`config.mk`:
```
export PLATFORM = sky130hd
export DESIGN_NAME = prog_mem_loader
export DESIGN_NICKNAME = d
export VERILOG_FILES = /design/src/rtl/prog_mem_loader.sv
export SDC_FILE = /design/constraint.sdc
export NUM_CORES = 1
export LEC_CHECK = 0
export CORE_ASPECT_RATIO = 2
export CORE_MARGIN = 5
export CORE_UTILIZATION = 35
export CTS_CLUSTER_DIAMETER = 200
export CTS_CLUSTER_SIZE = 30
export DETAILED_ROUTE_END_ITERATION = 16
export DONT_BUFFER_PORTS = 1
export SLEW_MARGIN = 20
export SYNTH_ARGS = -nofsm -noshare
export SYNTH_HDL_FRONTEND = slang
export SYNTH_SLANG_ARGS = --single-unit
```
`constraint.sdc`:
```
create_clock -name clk -period 8.9 [get_ports clk]
set_input_delay 1.78 -clock clk [delete_from_list [all_inputs] [get_ports clk]]
set_output_delay 1.78 -clock clk [all_outputs]
set_load 0.1 [all_outputs]
```
`src/rtl/prog_mem_loader.sv`:
```
// Boot-time program memory loader: framed byte stream in, single-cycle word writes out.
// Optional trailing checksum byte is compiled in with `define LOADER_CHECKSUM_EN.
module prog_mem_loader #(
    parameter int         DATA_WIDTH     = 32,
    parameter int         MEM_DEPTH      = 2048,
    parameter int         WADDR_WIDTH    = 11,
    parameter logic [7:0] SYNC_BYTE      = 8'hA5,
    parameter int         TIMEOUT_CYCLES = 65535
) (
    input  logic                   clk,
    input  logic                   rst,
    input  logic [7:0]             in_data,
    input  logic                   in_valid,
    output logic                   in_ready,
    output logic                   wr_en,
    output logic [WADDR_WIDTH-1:0] wr_addr,
    output logic [DATA_WIDTH-1:0]  wr_data,
    output logic                   cpu_hold,
    output logic                   done,
    output logic                   err
);

    localparam logic [15:0] GAP_LAST = 16'(TIMEOUT_CYCLES - 1);
    localparam logic [16:0] DEPTH_17 = 17'(MEM_DEPTH);

    typedef enum logic [2:0] {
        S_IDLE = 3'd0,
        S_HDR  = 3'd1,
        S_DATA = 3'd2,
        S_CSUM = 3'd3,
        S_FIN  = 3'd4,
        S_ERR  = 3'd5
    } state_t;

    state_t                  r_state;
    logic [1:0]              r_hdr_cnt;
    logic [1:0]              r_byte_cnt;
    logic [15:0]             r_start;
    logic [15:0]             r_len;
    logic [15:0]             r_gap;
    logic [WADDR_WIDTH-1:0]  r_ptr;
    logic [DATA_WIDTH-9:0]   r_word;
    logic                    r_in_ready;
    logic                    r_wr_en;
    logic [WADDR_WIDTH-1:0]  r_wr_addr;
    logic [DATA_WIDTH-1:0]   r_wr_data;
    logic                    r_cpu_hold;
    logic                    r_done;
    logic                    r_err;
`ifdef LOADER_CHECKSUM_EN
    logic [7:0]              r_sum;
`endif

    logic                    w_acc;
    logic                    w_gap_expired;
    logic [15:0]             w_len;
    logic [16:0]             w_end;

    assign w_acc         = in_valid & r_in_ready;
    assign w_gap_expired = (r_gap == GAP_LAST);
    // LEN high byte arrives on the bus in the same cycle the range check is made
    assign w_len         = {in_data, r_len[7:0]};
    assign w_end         = {1'b0, r_start} + {1'b0, w_len};

    assign in_ready = r_in_ready;
    assign wr_en    = r_wr_en;
    assign wr_addr  = r_wr_addr;
    assign wr_data  = r_wr_data;
    assign cpu_hold = r_cpu_hold;
    assign done     = r_done;
    assign err      = r_err;

    // Frame parser, word assembler and write strobe generator
    always_ff @(posedge clk) begin
        if (rst) begin
            r_state    <= S_IDLE;
            r_hdr_cnt  <= 2'd0;
            r_byte_cnt <= 2'd0;
            r_start    <= 16'd0;
            r_len      <= 16'd0;
            r_gap      <= 16'd0;
            r_ptr      <= '0;
            r_word     <= '0;
            r_in_ready <= 1'b0;
            r_wr_en    <= 1'b0;
            r_wr_addr  <= '0;
            r_wr_data  <= '0;
            r_cpu_hold <= 1'b0;
            r_done     <= 1'b0;
            r_err      <= 1'b0;
`ifdef LOADER_CHECKSUM_EN
            r_sum      <= 8'd0;
`endif
        end else begin
            r_in_ready <= 1'b1;
            r_wr_en    <= 1'b0;
            case (r_state)
                S_IDLE: begin
                    if (w_acc && (in_data == SYNC_BYTE)) begin
                        r_state    <= S_HDR;
                        r_done     <= 1'b0;
                        r_err      <= 1'b0;
                        r_cpu_hold <= 1'b1;
                        r_gap      <= 16'd0;
                        r_hdr_cnt  <= 2'd0;
                        r_byte_cnt <= 2'd0;
`ifdef LOADER_CHECKSUM_EN
                        r_sum      <= 8'd0;
`endif
                    end else begin
                        r_state <= S_IDLE;
                    end
                end
                S_HDR: begin
                    if (w_acc) begin
                        r_gap     <= 16'd0;
                        r_hdr_cnt <= r_hdr_cnt + 2'd1;
                        case (r_hdr_cnt)
                            2'd0:    r_start[7:0]  <= in_data;
                            2'd1:    r_start[15:8] <= in_data;
                            2'd2:    r_len[7:0]    <= in_data;
                            default: begin
                                r_len[15:8] <= in_data;
                                if ((w_len == 16'd0) || (w_end > DEPTH_17)) begin
                                    r_state <= S_ERR;
                                end else begin
                                    r_state <= S_DATA;
                                    r_ptr   <= r_start[WADDR_WIDTH-1:0];
                                end
                            end
                        endcase
                    end else if (w_gap_expired) begin
                        r_state <= S_ERR;
                    end else begin
                        r_gap <= r_gap + 16'd1;
                    end
                end
                S_DATA: begin
                    if (w_acc) begin
                        r_gap      <= 16'd0;
                        r_byte_cnt <= r_byte_cnt + 2'd1;
                        r_word     <= {r_word[DATA_WIDTH-17:0], in_data};
`ifdef LOADER_CHECKSUM_EN
                        r_sum      <= r_sum + in_data;
`endif
                        if (r_byte_cnt == 2'd3) begin
                            r_wr_en   <= 1'b1;
                            r_wr_addr <= r_ptr;
                            r_wr_data <= {r_word, in_data};
                            r_ptr     <= r_ptr + WADDR_WIDTH'(1);
                            r_len     <= r_len - 16'd1;
                            if (r_len == 16'd1) begin
`ifdef LOADER_CHECKSUM_EN
                                r_state <= S_CSUM;
`else
                                r_state <= S_FIN;
`endif
                            end else begin
                                r_state <= S_DATA;
                            end
                        end else begin
                            r_state <= S_DATA;
                        end
                    end else if (w_gap_expired) begin
                        r_state <= S_ERR;
                    end else begin
                        r_gap <= r_gap + 16'd1;
                    end
                end
`ifdef LOADER_CHECKSUM_EN
                S_CSUM: begin
                    if (w_acc) begin
                        r_gap   <= 16'd0;
                        r_state <= (in_data == r_sum) ? S_FIN : S_ERR;
                    end else if (w_gap_expired) begin
                        r_state <= S_ERR;
                    end else begin
                        r_gap <= r_gap + 16'd1;
                    end
                end
`endif
                S_FIN: begin
                    r_done     <= 1'b1;
                    r_cpu_hold <= 1'b0;
                    r_state    <= S_IDLE;
                end
                S_ERR: begin
                    r_err      <= 1'b1;
                    r_cpu_hold <= 1'b0;
                    r_state    <= S_IDLE;
                end
                default: begin
                    r_cpu_hold <= 1'b0;
                    r_state    <= S_IDLE;
                end
            endcase
        end
    end

endmodule

```
==> impl_results.md, run 1 <==
- Synth Warn #: 0
- Worst slew pin tran: around 1.1 ns
- Reg2reg setup slack: 4.99 ns
- Leakage: 2.63 nW
- CTS max path bufs: 2
- Worst setup SP type: primary input
- Most frequent cell on the critical path: a21oi_1
- Placer Congestion: around 0.86
- Ys flop type: dfxtp_1
- Relative slew slack: approximately 30%
- CTS clk-pin slew, worst paths: ~0.06 ns
- Clock power frac: about 53%
- Syn Area/Cell: 7.66 um2
- H-tree depth: 4
- Core Region: between 15000 and 20000 um2
- Type of the worst min-delay path: reg -> reg
- WP data arrival: between 4 and 5 ns
- Worst Reg2Reg Path Length in Cells: 11
- Row count: 71
- Worst VDD drop: 0.123 mV
- Fin nets: 890
- Reg-to-reg critical path endpoint: r_ptr[7]$_SDFFE_PP0P_
- Cell chain of the critical path: ha_1, or3b_2, o2111ai_1, a21oi_1, nor4b_2, a32oi_1, a2111oi_4, nand3_2, o32a_1, a21oi_1
- Power per cell area: ~180 nW/um2
- Share of cells above drive strength 1: under 10%
- Crit. Startpoint: in_data[2]
- Clk_lat worst skew: around 0.42 ns
- Cells after DPL: roughly 1100
- Crit path capture type: register
- Area grow syn2layout: 12.2%
- Seq/Total Area, Yosys: around 41%
- Root buffer selected by CTS: clkbuf_16
- Worst r2r src: r_start[0]$_SDFFE_PP0P_
- DR WL/cell: ~16 um
- Clk_skew: about 0.010 ns
- TritonCTS clock tree: yes
- Leading cell type by number of instances after synthesis: nand2_1
- Top post-synthesis cells by area: dfxtp_1, nand2_1, a21oi_1
- Gr ovfl total: 0
- CTS buffer count: 17
- CP endpoint: r_ptr[7]$_SDFFE_PP0P_
- Sink Count: 138
- Synthesized area: 6700 um2
- Ys async rst share: 0%
- Antenna diodes: 0
- Die span in y: between 200 and 250 um
- Drt drc: 0
- Final hold violation count: 0
- Synth cell count leaders: nand2_1, dfxtp_1, a21oi_1
- Comb pwr share: approximately 1.5%
- Critical path data required time: slightly above 9 ns
- Number of flops mapped to enable cells by yosys: 0
- Seq pwr share: around 46%
- Largest net degree at the start of global routing: approximately 130
- First-pass GRT wire length: 29.7 mm
- Largest stage delay on the critical path: between 0.7 and 0.8 ns
- Minimum clock period: 4.26 ns
- RSZ-0062 raised after global routing: no
- Post-CTS Setup Bufs: 0
- Port bufs: 0
- Net Sw Power: 293 uW
- Die Width: approximately 110 um
- Iter 0 DRT Violations: between 300 and 400
- Hold path depth: 2
- Max Cap Viol: 0
- Mapped Cells: just under 900
- Fin area: 7510 um2
- DR vias/cell: 5.35
- Setup WS post-layout: between 4 and 5 ns
- Run status: complete, no violations
- Final Setup Violations: 0
- Dpl hpwl: around 13 mm
- Gr usage total: 16.9%
- Pins Over Slew Limit: 0
- Die ar.: ~22000 um2
- Pre-antenna DRT Iters: 4
- Post-DP Area: roughly 6900 um2
- Crit-path max FO: 10
- Fmax: between 0.2 and 0.25 GHz
- Fillers: 1986
- Crit path kind: in -> reg
- Resize count post-CTS: 0
- Overall power: about 1.4 mW
- # IOs: 59
- Cell Count, Final, Fillers Out: roughly 1100
- Vias in the first global route: 5800
- Count of unique library cells instantiated by Yosys: 61
- Final ANT Viol Nets: 0
- Worst slack, placed: 4.23 ns
- Post-synthesis register bit count: approximately 140
- Area leader, netlist: dfxtp_1
- CP max-delay cell: a2111oi_4
- DR vias: 5991
- Post-Syn Nets: 912
- Initial Util: roughly 36%
- Pint: roughly 1.1 mW
- Switching Fraction: approximately 21%
- Post-Route WL: between 15 and 20 mm
- Hold buffers post-CTS: 0
- Initial antenna violation count: 0
- Final Cycle Share: 47.9%
- Setup TNS: 0 ns
- Synth top area share: between 40 and 50%
==> power by group through the flow <==
stage / Sequential (mW) / Clock (mW) / Combinational [mW]
floorplan: 0.636 / 0 / 0.0249
global placement: 0.636 / 0 / 0.0208
detailed placement: 0.636 / 0 / 0.0208
CTS: 0.623 / 0.741 / 0.0209
global route: 0.622 / 0.767 / 0.0232
finish: 0.623 / 0.725 / 0.0210
==> worst min-delay path by stage <==
stage                                       start                        to  slack (ns)
after floorplan            r_ptr[10]$_SDFFE_PP0P_  wr_addr[10]$_SDFFE_PP0P_        0.43
after global placement    r_word[18]$_SDFFE_PP0P_  wr_data[26]$_SDFFE_PP0P_        0.43
after detailed placement  r_word[18]$_SDFFE_PP0P_   r_word[18]$_SDFFE_PP0P_        0.44
after CTS                 r_word[18]$_SDFFE_PP0P_   r_word[18]$_SDFFE_PP0P_        0.45
after global routing      r_word[18]$_SDFFE_PP0P_   r_word[18]$_SDFFE_PP0P_        0.46
final                     r_word[23]$_SDFFE_PP0P_  wr_data[31]$_SDFFE_PP0P_        0.45
==> layer usage <==
| metal | wire length, um | up-vias | global-route usage [%] |
|---|---|---|---|
| met2 | 9800 | 148 | 30.1 |
| li1 | - | 3030 | - |
| met1 | 6680 | 2758 | 17.3 |
| met4 | 1040 | 0 | 11.3 |
| met3 | 848 | 55 | 3.86 |
| met5 | 0 | - | 0 |
==> kinds of logic after synthesis <==
group	after synthesis	share of synthesized area, %
muxes	6	0.897
and+or+nand+nor	384	25.6
AOI/OAI and AO/OA	234	21.2
buffers and inverters	70	3.92
adders and majority gates	27	5.16
xor gates and xnor gates	15	1.96
DFF	138	41.3
==> worst max-delay path: cells and delay by family <==
family | cells | cell delay, ns
AO/OA/AOI/OAI | 6 | 1.54
AND/OR/NAND/NOR | 3 | 0.89
adder cells (fa/ha/maj) | 1 | 0.39
==> through the flow <==
stage / util, % / hold slack, ns
final: 39.9 / 0.450
after global routing: 39.9 / 0.463
after global placement: 36.7 / 0.434
after CTS: 39.9 / 0.449
after detailed placement: 36.7 / 0.441
after floorplan: - / 0.432
==> state kept, by name, indices dropped and copies added, names as in the netlist <==
signal / flops
wr_data: 32
r_state: 3
cpu_hold: 1
r_gap: 16
r_len: 16
r_byte_cnt: 2
wr_addr: 11
r_word: 24
in_ready: 1
r_hdr_cnt: 2
wr_en: 1
err: 1
done: 1
r_start: 16
r_ptr: 11
==> area by class of cell <==
type	count	area [um2]	share of cell area, %
Inverter	20	75.1	0.999
Timing Repair Buffer	9	67.6	0.899
Clock buffer	18	439	5.84
Sequential cell	138	2760	36.8
Tap cell	255	319	4.25
Multi-Input combinational cell	666	3680	49.0
Clock inverter	13	168	2.23
==> layout by cell type, fill, tap and decap left out, types with 4 or more instances in the layout <==
master and n:
a22oi_1 6, a211oi_1 6, a21oi_1 124, nand2b_1 4
buf_4 9, nor4_1 5, o21ai_0 38, nor3_1 15
nand4_1 15, ha_1 26, a41oi_1 6, or3_1 10
nand3_1 36, clkbuf_16 17, xnor2_1 7, and3_1 13
o211ai_1 6, nand2_1 192, nor2_1 73, inv_1 20
a31oi_1 8, xor2_1 8, mux2i_1 6, dfxtp_1 138
Power figures use the tool's default switching activity.
==> run 2: changes to the inputs <==
--- a/config.mk
+++ b/config.mk
@@ -5,6 +5,7 @@
 export SDC_FILE = /design/constraint.sdc
 export NUM_CORES = 1
 export LEC_CHECK = 0
+export ABC_AREA = 1
 export CORE_ASPECT_RATIO = 2
 export CORE_MARGIN = 5
 export CORE_UTILIZATION = 35
==> constraint.sdc (replaced) <==
create_clock -name clk -period 4 [get_ports clk]
set_input_delay 0.8 -clock clk [delete_from_list [all_inputs] [get_ports clk]]
set_output_delay 0.8 -clock clk [all_outputs]
set_load 0.1 [all_outputs]
==> impl_results.md, run 2 <==
- Resize count post-CTS: 0 (unchanged)
- Relative slew slack: 30.2% (was 29.7%)
- Type of the worst min-delay path: in -> reg (was reg -> reg)
- CTS buffer count: 17 (unchanged)
- Leading cell type by number of instances after synthesis: nand2_1 (unchanged)
- Leakage: 3.32 nW (was 2.63 nW)
- Synth cell count leaders: nand2_1, dfxtp_1, inv_1 (was nand2_1, dfxtp_1, a21oi_1)
- Reg-to-reg critical path endpoint: r_ptr[1]$_SDFFE_PP0P_ (was r_ptr[7]$_SDFFE_PP0P_)
- Pins Over Slew Limit: 0 (unchanged)
- Area of the multi-input gates: 3600 um2 (was 3680 um2)
- Ys flop type: dfxtp_1 (unchanged)
- Final ANT Viol Nets: 0 (unchanged)
- Die ar.: 23200 um2 (was 22200 um2)
- Crit-path max FO: 17 (was 10)
- Post-CTS Setup Bufs: 0 (unchanged)
- Most common cell after layout, fill and taps aside: nand2_1 (unchanged)
- Setup TNS: 0 ns (unchanged)
- Fin nets: 1029 (was 890)
- Iter 0 DRT Violations: 412 (was 396)
- Synthesized area: 7030 um2 (was 6700 um2)
- Fmax: ~0.37 GHz
- Count of unique library cells instantiated by Yosys: 44 (was 61)
- Vias in the first global route: 6014 (was 5800)
- Largest net degree at the start of global routing: 55 (was 125)
- Pre-antenna DRT Iters: 7 (was 4)
- Port bufs: 0 (unchanged)
- Die Width: 110 um (was 108 um)
- Gr ovfl total: 0 (unchanged)
- Dpl hpwl: 14.8 mm (was 13.1 mm)
- Clk_lat worst skew: 0.43 ns (was 0.42 ns)
- Placer Congestion: 0.840 (was 0.856)
- Max Cap Viol: 0 (unchanged)
- First-pass GRT wire length: 31.0 mm (was 29.7 mm)
- H-tree depth: 4 (unchanged)
- WP data arrival: 3.05 ns (was 4.61 ns)
- CTS max path bufs: 2 (unchanged)
- RSZ-0062 raised after global routing: no (unchanged)
- Seq/Total Area, Yosys: 39.3% (was 41.3%)
- Crit path capture type: register (unchanged)
- Critical path data required time: 4.37 ns (was 9.25 ns)
- Syn Area/Cell: 7.01 um2 (was 7.66 um2)
- Power per cell area: 388 nW/um2 (was 182 nW/um2)
- Post-Syn Nets: 1040 (was 912)
- Reg2reg setup slack: 1.32 ns (was 4.99 ns)
- Initial Util: 35.5% (was 35.6%)
- Min-delay src: rst (was r_word[23]$_SDFFE_PP0P_)
- Ys async rst share: 0% (unchanged)
- Post-Route WL: 19.5 mm (was 18.4 mm)
- Synth Warn #: 0 (unchanged)
- Final hold violation count: 0 (unchanged)
- Worst r2r src: r_start[0]$_SDFFE_PP0P_ (unchanged)
- Clk_skew: 0.0122 ns (was 0.0100 ns)
- Worst VDD drop: 0.329 mV (was 0.123 mV)
- Hold buffers post-CTS: 0 (unchanged)
- Sink Count: 138 (unchanged)
- DR vias/cell: 5.02 (was 5.35)
- CTS clk-pin slew, worst paths: 0.06 ns (about the same)
- Initial antenna violation count: 0 (unchanged)
- Die span in y: 210 um (was 206 um)
- Seq. cell area: 2760 um2 (unchanged)
- Hold path depth: 1 (was 2)
- Fillers: 2088 (was 1986)
- Overall power: 3.06 mW (was 1.37 mW)
- # IOs: 59 (unchanged)
- Minimum clock period: 2.68 ns
- TritonCTS clock tree: yes (unchanged)
- Area grow syn2layout: 12.0% (was 12.2%)
- Synth top area share: 39.3% (was 41.3%)
- Area leader, netlist: dfxtp_1 (unchanged)
- Post-synthesis register bit count: 138 (unchanged)
- DR WL/cell: 15.4 um (was 16.4 um)
- Worst Reg2Reg Path Length in Cells: 17 (was 11)
- Gr usage total: 17.4% (was 16.9%)
- Largest register FFs: 32 (unchanged)
- Final Cycle Share: between 60% and 70%
- Crit path kind: reg -> reg (was in -> reg)
- Mapped Cells: 1002 (was 874)
- Final Setup Violations: 0 (unchanged)
- Run status: complete, no violations (unchanged)
- Number of flops mapped to enable cells by yosys: 0 (unchanged)
- Most frequent cells in the layout: nand2_1, dfxtp_1, inv_1, o21ai_0, nor2_1 (was nand2_1, dfxtp_1, a21oi_1, nor2_1, o21ai_0)
- Top post-synthesis cells by area: dfxtp_1, nand2_1, o21ai_0 (was dfxtp_1, nand2_1, a21oi_1)
- Share of cells above drive strength 1: 7.97% (was 5.79%)
- Drt drc: 0 (unchanged)
- Worst slew pin tran: 1.04 ns (was 1.05 ns)
- Worst Hold End: wr_en$_SDFF_PP0_ (was wr_data[31]$_SDFFE_PP0P_)
- Root buffer selected by CTS: clkbuf_16 (unchanged)
- Core Region: 19800 um2 (was 18800 um2)
- DR vias: 6359 (was 5991)
- Row count: 73 (was 71)
- Antenna diodes: 0 (unchanged)
- Worst setup SP type: register (was primary input)
run 2: worst max-delay path by stage:
stage | startpoint | to | slack (ns) | depth (start not counted)
6_report | r_start[0]$_SDFFE_PP0P_ | r_ptr[1]$_SDFFE_PP0P_ | 1.32 | 17
5_1_grt | r_len[0]$_SDFFE_PP0P_ | r_ptr[5]$_SDFFE_PP0P_ | 1.05 | 17
4_1_cts | r_len[0]$_SDFFE_PP0P_ | r_ptr[1]$_SDFFE_PP0P_ | 1.31 | 17
3_5_place_dp | in_valid | wr_data[18]$_SDFFE_PP0P_ | 0.93 | 10
3_3_place_gp | in_valid | wr_data[22]$_SDFFE_PP0P_ | 1.01 | 10
2_1_floorplan | in_data[5] | r_ptr[7]$_SDFFE_PP0P_ | 1.51 | 18
run 2: stage by stage:
stage | instance area, um2 | instances | utilization [%] | hold slack [ns] | setup slack (ns)
after detailed placement | 7270 | 1234 | 36.7 | 0.449 | 0.930
after global routing | 7870 | 1266 | 39.7 | 0.413 | 1.05
final | 7870 | 1266 | 39.7 | 0.432 | 1.32
after global placement | 7270 | 1234 | 36.7 | 0.444 | 1.01
after floorplan | 7030 | 1002 | - | 0.436 | 1.51
after CTS | 7870 | 1266 | 39.7 | 0.407 | 1.31
run 2: kinds of logic (layout without fill, tap and decap cells):
group / Yosys count / in the layout / synth area share, %
buf+inv: 172 / 174 / 9.42
xor+xnor: 17 / 17 / 2.12
simple gates: 418 / 418 / 26.9
compound gates: 230 / 230 / 17.3
fa+ha+maj: 27 / 27 / 4.91
flops: 138 / 138 / 39.3
run 2: per-layer routing:
layer | vias up | part of all wire (%) | wire length, um | track usage [%]
met1 | 2876 | 36 | 7080 | 17.6
met4 | 0 | 4.8 | 939 | 9.82
met2 | 148 | 53 | 10400 | 31.2
li1 | 3278 | - | - | -
met3 | 57 | 5.7 | 1120 | 4.96
met5 | - | 0 | 0 | 0
run 2: worst max-delay path, stage by stage (launching register included):
cell and delay (ns):
dfxtp_1 0.34, ha_1 0.23, fa_1 0.42, nand3_1 0.13, nand2_1 0.14, nand2_1 0.09, nand3_1 0.06, nor2_1 0.16
nand3_1 0.10, nor2_1 0.11, nand2_1 0.08, nand2_1 0.14, nand2_2 0.09, nand2_4 0.17, nand2_2 0.13, nand2_1 0.08
nand2_1 0.04, nor2_1 0.10
run 2: power breakdown:
group	internal, mW	total [mW]	switching (mW)	leakage [nW]
registers	1.37	1.38	0.000700	1.11
logic	0.0215	0.0788	0.0573	1.92
clock network	0.949	1.60	0.653	0.291
run 2: area by class of cell:
class / instances / share of cell area [%]
clock buffers: 18 / 5.58
multi-input cells: 692 / 45.8
inverters: 133 / 6.34
well taps: 262 / 4.17
flip-flops and latches: 138 / 35.1
repair buffers: 9 / 1.02
clock inverters: 14 / 2.00
==> run 3: changes to the inputs <==
==> constraint.sdc (replaced) <==
create_clock -name clk -period 2.3 [get_ports clk]
set_input_delay 0.46 -clock clk [delete_from_list [all_inputs] [get_ports clk]]
set_output_delay 0.46 -clock clk [all_outputs]
set_load 0.1 [all_outputs]
==> impl_results.md, run 3 (synthesis gave the netlist of run 2 again) <==
- Iter 0 DRT Violations: 361 (was 412)
- Pre-antenna DRT Iters: 5 (was 7)
- CTS clk-pin slew, worst paths: 0.07 ns (was 0.06 ns)
- Final Setup Violations: 0 (unchanged)
- Row count: 73 (unchanged)
- Vias in the first global route: 6623 (was 6014)
- Leakage: 3.79 nW (was 3.32 nW)
- Met1 Wirelength: 7.68 mm (was 7.08 mm)
- Pins Over Slew Limit: 0 (unchanged)
- Final Cycle Share: 97.5% (was 67.0%)
- Met2 wire length: 11.1 mm (was 10.4 mm)
- Reg-to-reg critical path endpoint: r_state[1]$_SDFFE_PP0P_ (was r_ptr[1]$_SDFFE_PP0P_)
- # IOs: 59 (unchanged)
- Final ANT Viol Nets: 0 (unchanged)
- Die span in y: 210 um (unchanged)
- Drt drc: 0 (unchanged)
- Placer Congestion: 0.869 (was 0.840)
- H-tree depth: 4 (unchanged)
- Overall power: 5.35 mW (was 3.06 mW)
- First-pass GRT wire length: 32.6 mm (was 31.0 mm)
- Port bufs: 0 (unchanged)
- Post-DP Area: 7890 um2 (was 7270 um2)
- Crit-path max FO: 3 (was 17)
- Fmax: 0.446 GHz (was 0.373 GHz)
- Initial antenna violation count: 0 (unchanged)
- Relative slew slack: 55.8% (was 30.2%)
- Top sig layer: met4 (unchanged)
- Clk_skew: 0.00958 ns (was 0.0122 ns)
- WP data arrival: 2.61 ns (was 3.05 ns)
- Clk_lat worst skew: 0.44 ns (was 0.43 ns)
- Largest net degree at the start of global routing: 51 (was 55)
- Most frequent cells in the layout: nand2_1, dfxtp_1, inv_1, o21ai_0, nor2_1 (unchanged)
- Gr ovfl total: 0 (unchanged)
- DR vias: 6679 (was 6359)
- Minimum clock period: 2.24 ns (was 2.68 ns)
- Cell Count, Final, Fillers Out: 1352 (was 1266)
- Post-Route WL: 20.4 mm (was 19.5 mm)
- DR WL/cell: 15.1 um (was 15.4 um)
- Sink Count: 138 (unchanged)
- CP endpoint: r_state[1]$_SDFFE_PP0P_ (was r_ptr[1]$_SDFFE_PP0P_)
- Power per cell area: 610 nW/um2 (was 388 nW/um2)
- Worst setup SP type: register (unchanged)
- Die Width: 110 um (unchanged)
- DR vias/cell: 4.94 (was 5.02)
- Area of the multi-input gates: 3850 um2 (was 3600 um2)
- TritonCTS clock tree: yes (unchanged)
- Fillers: 2033 (was 2088)
- Reg2reg setup slack: 0.06 ns (was 1.32 ns)
- Initial Util: 35.5% (unchanged)
- Largest register FFs: 32 (unchanged)
- WL met3: 840 um (was 1.12 mm)
- Worst Reg2Reg Path Length in Cells: 15 (was 17)
- Root buffer selected by CTS: clkbuf_16 (unchanged)
- Run status: complete, no violations (unchanged)
- CTS max path bufs: 2 (unchanged)
- Type of the worst min-delay path: in -> reg (unchanged)
- Fin nets: 1115 (was 1029)
- RSZ-0062 raised after global routing: yes (was no)
- Crit path capture type: register (unchanged)
- Most common cell after layout, fill and taps aside: nand2_1 (unchanged)
- Seq. cell area: 2770 um2 (was 2760 um2)
- Antenna diodes: 0 (unchanged)
- Critical path data required time: 2.67 ns (was 4.37 ns)
- Share of cells above drive strength 1: 18.9% (was 7.97%)
- Worst VDD drop: 0.578 mV (was 0.329 mV)
- Core Region: 19800 um2 (unchanged)
- Cells after DPL: 1316 (was 1234)
- Crit. Startpoint: r_start[0]$_SDFFE_PP0P_ (unchanged)
- Worst slew pin tran: 0.662 ns (was 1.04 ns)
- Worst r2r src: r_start[0]$_SDFFE_PP0P_ (unchanged)
- Gr usage total: 18.1% (was 17.4%)
- Die ar.: 23200 um2 (unchanged)
- CTS buffer count: 17 (unchanged)
- Area grow syn2layout: 24.8% (was 12.0%)
- Crit path kind: reg -> reg (unchanged)
- Dpl hpwl: 15.0 mm (was 14.8 mm)
- Final hold violation count: 0 (unchanged)
- Fin area: 8770 um2 (was 7870 um2)
- Max Cap Viol: 0 (unchanged)
[run 3: critical path, cell delays in order (launching register included)]
cell and delay (ns):
dfxtp_2 0.34, ha_4 0.16, fa_2 0.37, buf_6 0.14, xnor2_2 0.11, nand3_1 0.09, nor2_1 0.13, nand3_1 0.09
nor2_1 0.09, nand2_1 0.08, nand2_2 0.11, buf_4 0.14, nand3_4 0.08, nand2_1 0.07, nand2_1 0.06, a21oi_2 0.12
[run 3: worst min path at each step]
| stage | cells past startpoint | slack [ns] | endpoint | from |
|---|---|---|---|---|
| floorplan | 2 | 0.44 | r_word[0]$_SDFFE_PP0P_ | r_word[0]$_SDFFE_PP0P_ |
| global placement | 2 | 0.44 | r_word[20]$_SDFFE_PP0P_ | r_word[20]$_SDFFE_PP0P_ |
| detailed placement | 2 | 0.45 | r_word[22]$_SDFFE_PP0P_ | r_word[22]$_SDFFE_PP0P_ |
| CTS | 1 | 0.07 | r_word[16]$_SDFFE_PP0P_ | rst |
| global route | 1 | 0.07 | r_word[17]$_SDFFE_PP0P_ | rst |
| finish | 1 | 0.09 | r_word[17]$_SDFFE_PP0P_ | rst |
[run 3: layout make-up]
class	instances	share of cell area (%)
clock inverters	13	1.75
multi-input cells	693	43.9
flip-flops and latches	138	31.6
clock buffers	19	5.05
inverters	133	5.69
well taps	262	3.74
repair buffers	94	8.32
[run 3: timing repair]
item,4_1_cts,5_1_grt
pin swaps,14,16
hold buffers,0,0
gates cloned,1,0
gates resized for setup,21,33
setup endpoints to repair,14,14
setup buffers,1,2
hold endpoints to repair,0,0
[run 3: report_power, final]
part           switching (mW)  total (mW)  internal (mW)
Combinational           0.111       0.164         0.0531
Sequential           0.000920        2.39           2.39
Clock                    1.15        2.80           1.65
Total                    1.26        5.35           4.09
[run 3: stage by stage]
| step | hold WS, ns | utilization, % | setup slack (ns) | setup TNS, ns |
|---|---|---|---|---|
| floorplan | 0.436 | - | 0.0772 | 0 |
| global placement | 0.443 | 39.8 | -0.111 | -0.848 |
| detailed placement | 0.447 | 39.8 | -0.176 | -1.67 |
| CTS | 0.0670 | 43.3 | 0.0126 | 0 |
| global route | 0.0731 | 44.2 | -0.0678 | -0.657 |
| finish | 0.0892 | 44.2 | 0.0584 | 0 |
[run 3: metal layers]
layer	GRT usage, %	up-vias
met3	4.23	47
met2	33.7	107
met5	0	-
met4	8.76	0
met1	18.3	3085
li1	-	3440
